==> src/rtl/sha3_pad_block.sv <==
// SHA3 padding and rate-block framing ahead of cFun: packs 64-bit lanes into 576-bit blocks.
// Define SHA3_PAD_BLKCNT_EN to add the outBlkCnt block-index output.
module sha3_pad_block #(
   parameter int RATE_WORDS = 9,
   parameter int STATE_W    = 1600
) (
   input  logic               inClk,
   input  logic               inRst,
   input  logic [63:0]        inWord,
   input  logic [3:0]         inBytes,
   input  logic               inLast,
   input  logic               inValid,
   output logic               outReady,
   output logic [STATE_W-1:0] outData,
   output logic               outValid,
   output logic               outLast,
`ifdef SHA3_PAD_BLKCNT_EN
   output logic [15:0]        outBlkCnt,
`endif
   input  logic               inAck
);

   localparam int RATE_W     = RATE_WORDS * 64;
   localparam int RATE_BYTES = RATE_WORDS * 8;
   localparam int CNT_W      = $clog2(RATE_WORDS);

   typedef enum logic [1:0] {
      FILL       = 2'd0,
      EMIT       = 2'd1,
      EMIT_EXTRA = 2'd2
   } state_t;

   state_t             state_q, state_d;
   logic [CNT_W-1:0]   cnt_q, cnt_d;
   logic [RATE_W-1:0]  buf_q, buf_d;
   logic               last_q, last_d;
   logic               pend_q, pend_d;
   logic               lane_fire;
   logic [63:0]        lane_m;
   logic [3:0]         nb;
   int                 pad_pos;

   assign outReady  = (state_q == FILL) && !inRst;
   assign lane_fire = inValid && outReady;
   assign outValid  = (state_q != FILL);
   assign outLast   = last_q;
   assign outData   = {{(STATE_W-RATE_W){1'b0}}, buf_q};

   always_ff @(posedge inClk) begin
      if (inRst) begin
         state_q <= FILL;
         cnt_q   <= '0;
         buf_q   <= '0;
         last_q  <= 1'b0;
         pend_q  <= 1'b0;
      end else begin
         state_q <= state_d;
         cnt_q   <= cnt_d;
         buf_q   <= buf_d;
         last_q  <= last_d;
         pend_q  <= pend_d;
      end
   end

   always_comb begin
      state_d = state_q;
      cnt_d   = cnt_q;
      buf_d   = buf_q;
      last_d  = last_q;
      pend_d  = pend_q;
      lane_m  = '0;
      nb      = 4'd8;
      pad_pos = 0;
      case (state_q)
         FILL: begin
            if (lane_fire) begin
               if (inLast) nb = (inBytes > 4'd8) ? 4'd8 : inBytes;
               for (int j = 0; j < 8; j++) begin
                  if (j < int'(nb)) lane_m[8*j +: 8] = inWord[8*j +: 8];
               end
               buf_d[int'(cnt_q)*64 +: 64] = lane_m;
               if (inLast) begin
                  pad_pos = int'(cnt_q) * 8 + int'(nb);
                  cnt_d   = '0;
                  state_d = EMIT;
                  // A message ending exactly on the rate boundary needs a whole extra pad block
                  if (pad_pos < RATE_BYTES) begin
                     buf_d[pad_pos*8 +: 8]   = 8'h06;
                     buf_d[RATE_W-1 -: 8]    = buf_d[RATE_W-1 -: 8] | 8'h80;
                     last_d                  = 1'b1;
                     pend_d                  = 1'b0;
                  end else begin
                     last_d = 1'b0;
                     pend_d = 1'b1;
                  end
               end else if (int'(cnt_q) == RATE_WORDS - 1) begin
                  cnt_d   = '0;
                  state_d = EMIT;
                  last_d  = 1'b0;
                  pend_d  = 1'b0;
               end else begin
                  cnt_d = cnt_q + 1'b1;
               end
            end
         end
         EMIT: begin
            if (inAck) begin
               buf_d = '0;
               if (pend_q) begin
                  buf_d[7:0]           = 8'h06;
                  buf_d[RATE_W-1 -: 8] = 8'h80;
                  pend_d               = 1'b0;
                  last_d               = 1'b1;
                  state_d              = EMIT_EXTRA;
               end else begin
                  last_d  = 1'b0;
                  state_d = FILL;
               end
            end
         end
         EMIT_EXTRA: begin
            if (inAck) begin
               buf_d   = '0;
               last_d  = 1'b0;
               state_d = FILL;
            end
         end
         default: begin
            state_d = FILL;
         end
      endcase
   end

`ifdef SHA3_PAD_BLKCNT_EN
   logic [15:0] blk_cnt_q, blk_cnt_d;

   assign outBlkCnt = blk_cnt_q;

   always_ff @(posedge inClk) begin
      if (inRst) blk_cnt_q <= '0;
      else       blk_cnt_q <= blk_cnt_d;
   end

   always_comb begin
      blk_cnt_d = blk_cnt_q;
      if (outValid && inAck) begin
         if (last_q)                     blk_cnt_d = '0;
         else if (blk_cnt_q != 16'hFFFF) blk_cnt_d = blk_cnt_q + 16'd1;
      end
   end
`endif

endmodule

==> config.mk <==
export PLATFORM = sky130hd
export DESIGN_NAME = sha3_pad_block
export DESIGN_NICKNAME = d
export VERILOG_FILES = /design/src/rtl/sha3_pad_block.sv
export SDC_FILE = /design/constraint.sdc
export NUM_CORES = 1
export LEC_CHECK = 0
export ABC_AREA = 1
export CORE_AREA = 2 2 653 655
export CTS_CLUSTER_DIAMETER = 200
export DETAILED_ROUTE_END_ITERATION = 8
export DIE_AREA = 0 0 655 657
export PLACE_DENSITY = 0.32
export SKIP_CTS_REPAIR_TIMING = 1
export SYNTH_ARGS = -nofsm -noshare
export SYNTH_HDL_FRONTEND = slang
export SYNTH_SLANG_ARGS = --single-unit
==> constraint.sdc <==
create_clock -name inClk -period 5.7 [get_ports inClk]
set_input_delay 1.14 -clock inClk [delete_from_list [all_inputs] [get_ports inClk]]
set_output_delay 1.14 -clock inClk [all_outputs]
set_load 0.02 [all_outputs]
==> metrics.yaml <==
outcome: "finished, final reports clean"
drive_gt1_share_pct: 8.97
synth_cells: 5533
io_pins: 1676
p_leak_nw: 17.3
worstReg2RegEnd: "buf_q[170]$_SDFFE_PP0P_"
place_area_um2: 48600
vdd_drop_max_mv: 0.410
final_area_um2: 51300
total_power_mw: 15.9
grt_util_all_layers_pct: 13.5
maxSlewHeadroom_pct: 26.6
finClkSkew_ns: 0.0607
via_count: 37900
reg2reg_slack_ns: 1.15
cts_buffers: 78
crit_arrival_ns: 5.17
min_period_over_period_pct: 79.9
holdWs_ns: 0.465
synthTopCellsByArea: "dfxtp_1 (31%), buf_4 (21%), nand2_1 (11%), a21oi_1 (8.2%), o21ai_0 (7.9%)"
die_y_um: 657
via_per_inst: 3.18
drtIter0Drc: 3038
avgSynthCellArea_um2: 6.84
synth.cell_area_um2: 37900
cp-start-kind: "register"
power_switching_mw: 7.65
clock_latency_ns: 0.72
hold_start: "buf_q[50]$_SDFFE_PP0P_"
ys_ff_latch: 584
p_seq_share_pct: 27.1
wl_per_cell_um: 25.6
clock_tree.root_cell: "clkbuf_16"
area_growth_pct: 35.5
power_frac_comb_pct: 39.1
period_needed_ns: 4.55
grt_pass1_wl_mm: 382
critical_path.most_common_cell: "inv_2"
reg2reg_from: "cnt_q[1]$_SDFFE_PP0P_"
antenna_found_initial: 56
h-tree-depth: 3
p_per_area_nw_per_um2: 310
setup_tns_ns: 0
p_sw_share_pct: 48.1
hold_class: "register to register"
fin_nets: 6268
synth_top_cell_area_share_pct: 30.9
synth_edf_count: 0
synth.largest_area_cell: "dfxtp_1"
cap_violations: 0
core_area_um2: 423000
dieArea_um2: 430000
multiInputGateArea_um2: 20300
rows: 239
hold_depth: 2
grt_max_degree: 172
die_w_um: 655
tightest_slew_ns: 1.10
cts_tree: "built"
rsz0062_at_grt: "false"
drv_slew: 0
synth-seq-area-share_pct: 30.9
drc: 0
n_fill_cell: 49200
cts_sinks: 584
first_pass_iters: 5
p_int_mw: 8.24
place_ws_ns: 0.533
setup_violations: 0
yosys_warnings: 0
synth_ff_type: "dfxtp_1"
clkSlewWorstSetupHoldPaths_ns: 0.06
synthArstFlopShare_pct: 0
worstSetupPathType: "register to register"
r2r_cells: 15
grt_pass1_vias: 34200
ant_nets: 0
grt_overflow: 0
cp_slowest_cell: "inv_1"
gp_congestion: 0.814
slowest_delay_ns: 0.58
start_util_pct: 8.95
hold_viol_final: 0
fmax_ghz: 0.220
hold_end: "buf_q[50]$_SDFFE_PP0P_"
fin_ws_ns: 1.15
synthDistinctLibCells: 44
cts_buffer_depth: 3
cp_max_fo: 89
port_buffers: 651
cp-end-kind: "register"
regArea_um2: 11700
crit_chain: "inv_1 -> ha_2 -> nand2_2 -> inv_2 -> nor2_4 -> buf_4 -> inv_2 -> nor2_1 -> inv_2 -> nor2_4 -> buf_12 -> inv_1 -> o22ai_1 -> nand2_1 -> a21oi_1"
wirelength_mm: 305
post-dp-hpwl_mm: 247
clockPowerShare_pct: 33.9
cp.required_ns: 6.32
per-layer routing:
metal  track usage, %  vias to the layer above  part of all wire, %  routed length (um)
met1             15.0                    18500                   38              115000
li1                 -                    17700                    -                   -
met4             4.62                       12                  3.8               11700
met5                0                        -                0.028                  86
met2             23.9                     1487                   50              153000
met3             4.43                      280                  8.3               25400
cell families (layout without fill, tap and decap cells):
group           count (synthesis)  in the layout  synth area share, %
fa+ha+maj                      12             12                0.397
simple gates                 2048           2048                 24.4
other cells                     1           1040              0.00991
xor+xnor                        3              3                0.119
buf+inv                      1561           1246                 26.0
flops                         584            584                 30.9
compound gates               1324           1324                 18.1
power by group through the flow:
| stage | Combinational [mW] | Sequential (mW) | Clock, mW |
|---|---|---|---|
| after floorplan | 3.73 | 4.48 | 0 |
| after global placement | 6.38 | 4.39 | 0 |
| after detailed placement | 6.35 | 4.39 | 0 |
| after CTS | 6.36 | 4.30 | 5.55 |
| after global routing | 6.59 | 4.31 | 5.66 |
| final | 6.21 | 4.30 | 5.38 |
how the worst max path moves through the flow:
stage                     slack (ns)                       to                   from
after floorplan                 1.48  buf_q[193]$_SDFFE_PP0P_                 inLast
after global placement          0.47  buf_q[375]$_SDFFE_PP0P_                 inLast
after detailed placement        0.53  buf_q[375]$_SDFFE_PP0P_                 inLast
after CTS                       1.15  buf_q[170]$_SDFFE_PP0P_  cnt_q[1]$_SDFFE_PP0P_
after global routing            0.99  buf_q[170]$_SDFFE_PP0P_  cnt_q[1]$_SDFFE_PP0P_
final                           1.15  buf_q[170]$_SDFFE_PP0P_  cnt_q[1]$_SDFFE_PP0P_
cells in the final DEF, fill, tap and decap left out, types with 10 or more instances in the layout:
cell type        count
nand3b_1           156
diode_2             16
nand4_1            125
or2_2               62
clkdlybuf4s50_1    648
nor2_1             328
clkbuf_8            18
a32oi_1             16
ha_1                11
inv_1              140
clkbuf_1            16
nor2_2              16
a22oi_1             10
dfxtp_1            583
nor3_1              62
inv_2               28
clkinv_2            11
nor3_2              12
o21ai_0            594
buf_4              267
o21a_1              21
buf_12              19
conb_1            1024
a21oi_1            618
clkbuf_16           78
o21ai_1             20
a211oi_1            16
nand2_1           1060
nand3_1            201
sequential cells by signal (all words and copies together) (netlist names):
| signal | flops |
|---|---|
| outLast | 1 |
| cnt_q | 4 |
| pend_q | 1 |
| buf_q | 576 |
| state_q | 2 |
stage by stage:
stage               std cells  utilization (%)
floorplan                6556                -
global placement        11800             11.5
detailed placement      11800             11.5
CTS                     11900             12.1
global route            11900             12.1
finish                  11900             12.1
cells in the mapped netlist (3+ instances only):
cell type / count
nor3_1: 70
a21oi_1: 618
o211ai_1: 3
clkinv_1: 3
nand3b_1: 156
nor4_1: 3
nand2_2: 5
o21a_1: 21
dfxtp_1: 584
nand2_1: 1061
nand4_1: 125
nor2_1: 329
a211oi_1: 16
ha_1: 12
o31ai_1: 9
or2_2: 62
nand3_1: 202
o21ai_0: 598
clkbuf_1: 252
o22ai_1: 6
a32oi_1: 16
buf_4: 1034
buf_1: 7
inv_2: 26
a22oi_1: 10
inv_1: 144
buf_2: 93
o21ai_1: 20
nor3_2: 4
nor2_2: 22
layout make-up:
cell class | instances | share of cell area, %
Antenna cell | 16 | 0.0781
Clock buffer | 112 | 4.41
Timing Repair Buffer | 935 | 17.3
Sequential cell | 584 | 22.8
Tap cell | 5663 | 13.8
Inverter | 173 | 1.30
Multi-Input combinational cell | 4411 | 39.5
Clock inverter | 26 | 0.800
critical path, delay by kind of cell, from the launching register on:
kind,cells,cell delay [ns]
simple gates,5,1.16
compound gates,2,0.61
fa+ha+maj,1,0.20
buf+inv,7,1.93
flops,1,0.48
Note: power is estimated with default switching activity, not from simulation.
